$ cat src/rtl/reg_pipe_pkg.sv
// Shared defaults and helpers for the reg_pipe register pipeline.
package reg_pipe_pkg;

   localparam int REG_PIPE_WIDTH = 32;
   localparam int REG_PIPE_DEPTH = 4;

   // Bits needed to hold an occupancy value in 0..depth.
   function automatic int cnt_w(input int depth);
      return $clog2(depth + 1);
   endfunction

endpackage

$ cat src/rtl/reg_pipe_stage.sv
// One pipeline stage: a valid bit plus a data word.
// Reset zeroes both fields. Clear drops the valid bit and keeps the data.
// A load copies the upstream valid bit. Data is taken only when that bit is
// set, so a bubble does not disturb the word already held.
module pipe_stage
   import reg_pipe_pkg::*;
#(
   parameter int WIDTH = REG_PIPE_WIDTH
) (
   input  logic             clk,
   input  logic             reset,
   input  logic             load,
   input  logic             clear,
   input  logic             in_v,
   input  logic [WIDTH-1:0] in_d,
   output logic             v_q,
   output logic [WIDTH-1:0] d_q
);

   logic             v_d;
   logic [WIDTH-1:0] d_d;

   // Next-state selection: clear wins over load, otherwise hold.
   always_comb begin
      v_d = v_q;
      d_d = d_q;
      if (clear) begin
         v_d = 1'b0;
      end else if (load) begin
         v_d = in_v;
         if (in_v) d_d = in_d;
      end
   end

   // Stage registers with synchronous reset.
   always_ff @(posedge clk) begin
      if (reset) begin
         v_q <= 1'b0;
         d_q <= '0;
      end else begin
         v_q <= v_d;
         d_q <= d_d;
      end
   end

endmodule

$ cat src/rtl/reg_pipe.sv
// reg_pipe: a DEPTH-stage valid/ready register pipeline that collapses
// bubbles.
// Defining REG_PIPE_COUNT_EN adds the occupancy counter and the count port.
module reg_pipe
   import reg_pipe_pkg::*;
#(
   parameter int WIDTH = REG_PIPE_WIDTH,
   parameter int DEPTH = REG_PIPE_DEPTH
) (
   input  logic             clk,
   input  logic             reset,
   input  logic             en,
   input  logic             flush,
   input  logic             in_valid,
   input  logic [WIDTH-1:0] in_data,
   output logic             in_ready,
   output logic             out_valid,
   output logic [WIDTH-1:0] out_data,
   input  logic             out_ready
`ifdef REG_PIPE_COUNT_EN
   ,
   output logic [cnt_w(DEPTH)-1:0] count
`endif
);

   logic [DEPTH-1:0]            v;
   logic [DEPTH-1:0]            rdy;
   logic [DEPTH-1:0][WIDTH-1:0] d;

   // Stage i may load when some stage at or beyond i is empty, or when the
   // output drains this cycle. This is the ready chain written out flat, so
   // there is no bit-to-bit combinational path inside one vector.
   for (genvar i = 0; i < DEPTH; i++) begin : g_stage
      logic             in_v;
      logic [WIDTH-1:0] in_d;

      if (i == 0) begin : g_head
         assign in_v = in_valid;
         assign in_d = in_data;
      end else begin : g_body
         assign in_v = v[i-1];
         assign in_d = d[i-1];
      end

      assign rdy[i] = out_ready || !(&v[DEPTH-1:i]);

      pipe_stage #(.WIDTH(WIDTH)) u_stage (
         .clk   (clk),
         .reset (reset),
         .load  (en && rdy[i]),
         .clear (flush),
         .in_v  (in_v),
         .in_d  (in_d),
         .v_q   (v[i]),
         .d_q   (d[i])
      );
   end

   assign in_ready  = en && !flush && rdy[0];
   assign out_valid = v[DEPTH-1];
   assign out_data  = d[DEPTH-1];

`ifdef REG_PIPE_COUNT_EN
   localparam int CW = cnt_w(DEPTH);

   logic          in_xfer;
   logic          out_xfer;
   logic [CW-1:0] count_d;
   logic [CW-1:0] count_q;

   assign in_xfer  = in_valid && in_ready;
   assign out_xfer = out_valid && out_ready && en && !flush;

   // Occupancy tracking: +1 on input only, -1 on output only, 0 on flush.
   always_comb begin
      count_d = count_q;
      if (flush)                     count_d = '0;
      else if (in_xfer && !out_xfer) count_d = count_q + CW'(1);
      else if (out_xfer && !in_xfer) count_d = count_q - CW'(1);
   end

   // Occupancy register with synchronous reset.
   always_ff @(posedge clk) begin
      if (reset) count_q <= '0;
      else       count_q <= count_d;
   end

   assign count = count_q;
`endif

endmodule

$ cat config.mk
export PLATFORM = sky130hd
export DESIGN_NAME = reg_pipe
export DESIGN_NICKNAME = d
export VERILOG_FILES = /design/src/rtl/reg_pipe_pkg.sv /design/src/rtl/reg_pipe_stage.sv /design/src/rtl/reg_pipe.sv
export SDC_FILE = /design/constraint.sdc
export NUM_CORES = 1
export LEC_CHECK = 0
export CELL_PAD_IN_SITES_DETAIL_PLACEMENT = 1
export CELL_PAD_IN_SITES_GLOBAL_PLACEMENT = 2
export CORE_ASPECT_RATIO = 0.6
export CORE_MARGIN = 10
export CORE_UTILIZATION = 30
export CTS_CLUSTER_DIAMETER = 30
export DETAILED_ROUTE_END_ITERATION = 8
export PLACE_DENSITY_LB_ADDON = 0.1
export SLEW_MARGIN = 20
export SYNTH_ARGS = -nofsm -noshare
export SYNTH_HDL_FRONTEND = slang
export SYNTH_SLANG_ARGS = --single-unit
$ cat constraint.sdc
create_clock -name clk -period 1.72 [get_ports clk]
set_clock_uncertainty 0.1 [all_clocks]
set_input_delay 0.43 -clock clk [delete_from_list [all_inputs] [get_ports clk]]
set_output_delay 0.43 -clock clk [all_outputs]
set_load 0.1 [all_outputs]
Word-level counts from Yosys, hierarchy flattened
Cells that the tools add are included.
{"block": "word_totals", "regBits": 132, "latch_bits": 0, "ramBits": 0, "mem_bits_ro": 0, "in_bits": 38, "output_inout_bits": 34, "wordCells": 32, "mem_count": 0}
{"block": "classes", "add_sub_neg": 0, "n_mul": 0, "div": 0, "order_cmp": 0, "eq_ne": 0, "shifts": 0, "mux": 0, "bitwise": 1, "reduce_logical": 23}
{"cell": "$reduce_and 3->1", "n": 5}
{"cell": "$logic_and 1x1->1", "n": 6}
{"cell": "$logic_not 1->1", "n": 5}
{"cell": "$logic_or 1x1->1", "n": 4}
{"cell": "$reduce_and 4->1", "n": 1}
{"cell": "$reduce_and 2->1", "n": 1}
{"cell": "$reduce_or 2->1", "n": 1}
{"cell": "$not 1->1", "n": 1}

Depth between registers and ports, before layout
Gate-level depths: netlist of the first run.
{"block": "logic_depth", "word_depth": 5, "depth_mapped": 6, "depth_no_buf": 3}

Hierarchy
A second synthesis of the first run with hierarchy kept.
{"block": "hier_totals", "cells_unflattened": 580, "area_unflattened_um2": 6065.8}
{"mod": "pipe_stage", "n_inst": 4, "cells_each": 143, "area_per_inst_um2": 1503.9, "seq_area_each_um2": 660.6}
{"mod": "reg_pipe", "n_inst": 1, "cells_each": 8, "area_per_inst_um2": 50.0, "seq_area_each_um2": 0.0}

Least setup slack after synthesis of the first run
No wires, ideal clock.
{"block": "synth_timing", "kind": "reg2out", "startpoint": "register g_stage[3].u_stage.v_q", "endpoint": "output in_ready", "arrival_time_ns": 3.688, "required_ns": 1.190, "setup_slack_ns": -2.498, "stages_incl_launch_ff": 5, "n_path_buf": 2, "cell_sequence": "dfxtp_1 > and4b_1 > buf_2 > clkbuf_1 > a211oi_1"}
{"block": "synth_between", "elab_chain_len": 4}
{"item": "start, declared", "line": "reg_pipe_stage.sv:16", "rtl": "output logic v_q,"}
{"item": "start signal, assigned", "line": "reg_pipe_stage.sv:41", "rtl": "v_q <= v_d;"}
{"item": "$reduce_and 4->1", "line": "reg_pipe.sv:45", "rtl": "assign rdy[i] = out_ready || !(&v[DEPTH-1:i]);"}
{"item": "$logic_not 1->1", "line": "reg_pipe.sv:45"}
{"item": "$logic_or 1x1->1", "line": "reg_pipe.sv:45"}
{"item": "$logic_and 1x1->1", "line": "reg_pipe.sv:59", "rtl": "assign in_ready = en && !flush && rdy[0];"}
{"item": "end, declared", "line": "reg_pipe.sv:16", "rtl": "output logic in_ready,"}
No other way between the ends.

Worst setup path in the final report of the first run
Same ends and word-level chain as after synthesis.

==> results of run 1 <==
[synthesized netlist by cell type, drive strengths merged]
| master | n | share of area [%] |
|---|---|---|
| a22oi | 1 | 0.14 |
| dfxtp | 132 | 50 |
| a21oi | 99 | 9.4 |
| nand3b | 4 | 0.57 |
| nand2b | 65 | 7.7 |
| a211oi | 2 | 0.52 |
| and3b | 4 | 0.67 |
| nor2b | 1 | 0.12 |
| nand4b | 1 | 0.17 |
| inv | 1 | 0.071 |
| nand2 | 4 | 0.29 |
| buf | 12 | 1.4 |
| or2 | 1 | 0.12 |
| mux2i | 32 | 6.1 |
| and4b | 1 | 0.19 |
| clkbuf | 50 | 3.6 |
| o21ai | 99 | 9.4 |
| nor2 | 1 | 0.071 |
| nand3 | 96 | 9.1 |
[layer usage]
layer	part of all wire, %	wire length (um)
met1	47	7430
met2	48	7570
met3	3.5	546
met4	0.69	108
met5	0	0
[flip-flops by register name (all words and copies together), names as in the netlist]
register             flops
g_stage.u_stage.d_q    128
g_stage.u_stage.v_q      4
[critical path: stages, from the launching register on]
cell	delay, ns
dfxtp_4	0.34
and4b_2	0.28
a211oi_4	0.25
buf_12	0.21
[logic make-up (layout without fill, tap and decap cells)]
family | count (synthesis) | after routing | synth area share (%)
compound gates | 201 | 201 | 19.5
mux | 32 | 32 | 6.09
simple gates | 178 | 178 | 19.1
buf+inv | 63 | 139 | 5.07
flops | 132 | 132 | 50.3
[path summary, 6_finish.rpt]
path | startpoint | end | slack [ns] | cells past startpoint
max reg2reg | g_stage[3].u_stage.v_q | g_stage[0].u_stage.d_q[30] | -0.17 | 7
min | reset | g_stage[1].u_stage.d_q[31] | 0.29 | 2
min reg2reg | g_stage[2].u_stage.d_q[4] | g_stage[3].u_stage.d_q[4] | 0.36 | 2
max | g_stage[3].u_stage.v_q | in_ready | -0.30 | 3
[metrics by stage]
step                      setup WS [ns]  instance area, um^2  util (%)  TNS, ns
final                            -0.298                 7470      43.5    -4.07
after global routing             -0.348                 7470      43.5    -6.34
after global placement           -0.725                 6720      39.1   -55.80
after detailed placement         -0.726                 6720      39.1   -59.57
after CTS                        -0.353                 7410      43.1   -0.360
after floorplan                  -0.635                 5290         -   -0.635
[what timing repair did]
item                                    in CTS  in global routing
cloned                                       1                  2
endpoints found under the setup margin      61                 42
gates resized for setup                      6                  7
pin swaps                                    2                  3
setup buffers                                3                  1
[cell type report]
type                            count  area, um^2
Fill cell                        1907        9700
Sequential cell                   132        2650
Multi-Input combinational cell    411        2370
Timing Repair Buffer              107        1530
Clock buffer                       21         492
Tap cell                          234         293
Clock inverter                     10         145
Inverter                            1        3.75
[power by group]
part | switching, mW | internal, mW | total [mW]
sequential | 0.0171 | 3.08 | 3.10
clock | 1.38 | 2.49 | 3.87
combinational | 0.148 | 0.178 | 0.327
total | 1.55 | 5.75 | 7.30
==> impl_metrics.csv, run 1 <==
group,metric,value,unit
yosys,avgSynthCellArea,8.68,um^2
timing,min_period,2.02,ns
yosys,ys_seq_area_share,50.3,%
cells_and_area,final_nets,708,
die,die_w,191,um
die,io_pins,72,
yosys,synth_seq_cells,132,
clocking,cts_root_buf,"clkbuf_16",
die,core.rowCount,37,
routing,drc,0,
timing,hold_viol_final,0,
setup_path,cp-start-kind,"flip-flop",
status,violations,"setup timing",
timing,setup_ws,-0.298,ns
global_routing,grt-busiest-layer,"met2",
placed_design,io_buffer_count,71,
global_routing,use_met1,16.4,%
yosys,syn-num-nets,644,
setup_path,critPathRequiredTime,1.19,ns
global_routing,grt_use_met3,3.12,%
global_routing,antenna_found_initial,0,
setup_path,cp_max_fo,2,
worst_hold_path,hold_class,"in2reg",
die,core,0.0172,mm^2
clocking,clkTransAtPathRegs,0.06,ns
cells_and_area,fin_cells,916,
cells_and_area,diodes,0,
timing,max_freq,0.496,GHz
power,total_power,7.30,mW
routing,routed_wl,15700,um
power,power_density,976,mW/mm^2
global_routing,grt.total_usage,13.3,%
global_routing,grt_pass1_vias,4964,
global_routing,grt_pass1_wl,25400,um
cells_and_area,final_common_cell,"dfxtp_1",
routing,postRouteAntennaNets,0,
placed_design,gp_congestion,0.704,
timing,relSlewSlack,75.0,%
timing,finalSetupViolations,33,
job,max_cap_violations,0,
global_routing,grt.met2_usage,22.4,%
global_routing,grt_max_degree,58,
clocking,htreeDepth,4,
global_routing,overflow,0,
placed_design,dp_cells,879,
yosys,synth_warnings,0,
timing,holdWs,0.294,ns
cells_and_area,area_growth,42.2,%
power,vdd_drop_max,0.000635,V
die,fp.dieH,123,um
timing,rsz0062_at_grt,"yes",
cells_and_area,drive_gt1_share,16.0,%
setup_path,critical_path_class,"reg2out",
yosys,ys_types,23,
clocking,holdBufCountCts,0,
die,start_util,30.6,%
clocking,cts_buffer_depth,2,
clocking,numCtsBuffers,17,
clocking,cts_tree,"yes",
yosys,synthCells,606,
placed_design,dp_hpwl,10300,um
routing,routed_via_density,5.01,
routing,wire_per_inst,17.1,um
die,fp.dieArea,0.0234,mm^2
setup_path,crit_path_end_kind,"output port",
setup_path,crit_arrival,1.49,ns
routing,first_pass_iters,4,
power,p_leak,2.51,nW
status,outcome,"finished with violations",
timing,slew_viol_final,0,
routing,vias,4590,
clocking,clock_latency,0.41,ns
yosys,syn_area,0.00526,mm^2
timing,tightest_slew,0.374,ns
timing,min_period_over_period,117,%
clocking,clock_sink_count,132,
cells_and_area,final_cell_mix,"dfxtp_1, a21oi_1, nand3_1",
routing,drt_iter0_drc,183,
(Power assumes the default switching activity.)
==> run 2, diff against run 1 <==
CAP_MARGIN = 15   (was default)
HOLD_SLACK_MARGIN = 0.03   (was default)
==> results of run 2 <==
The final DEF is identical to that of run 1; final timing and power are the same.
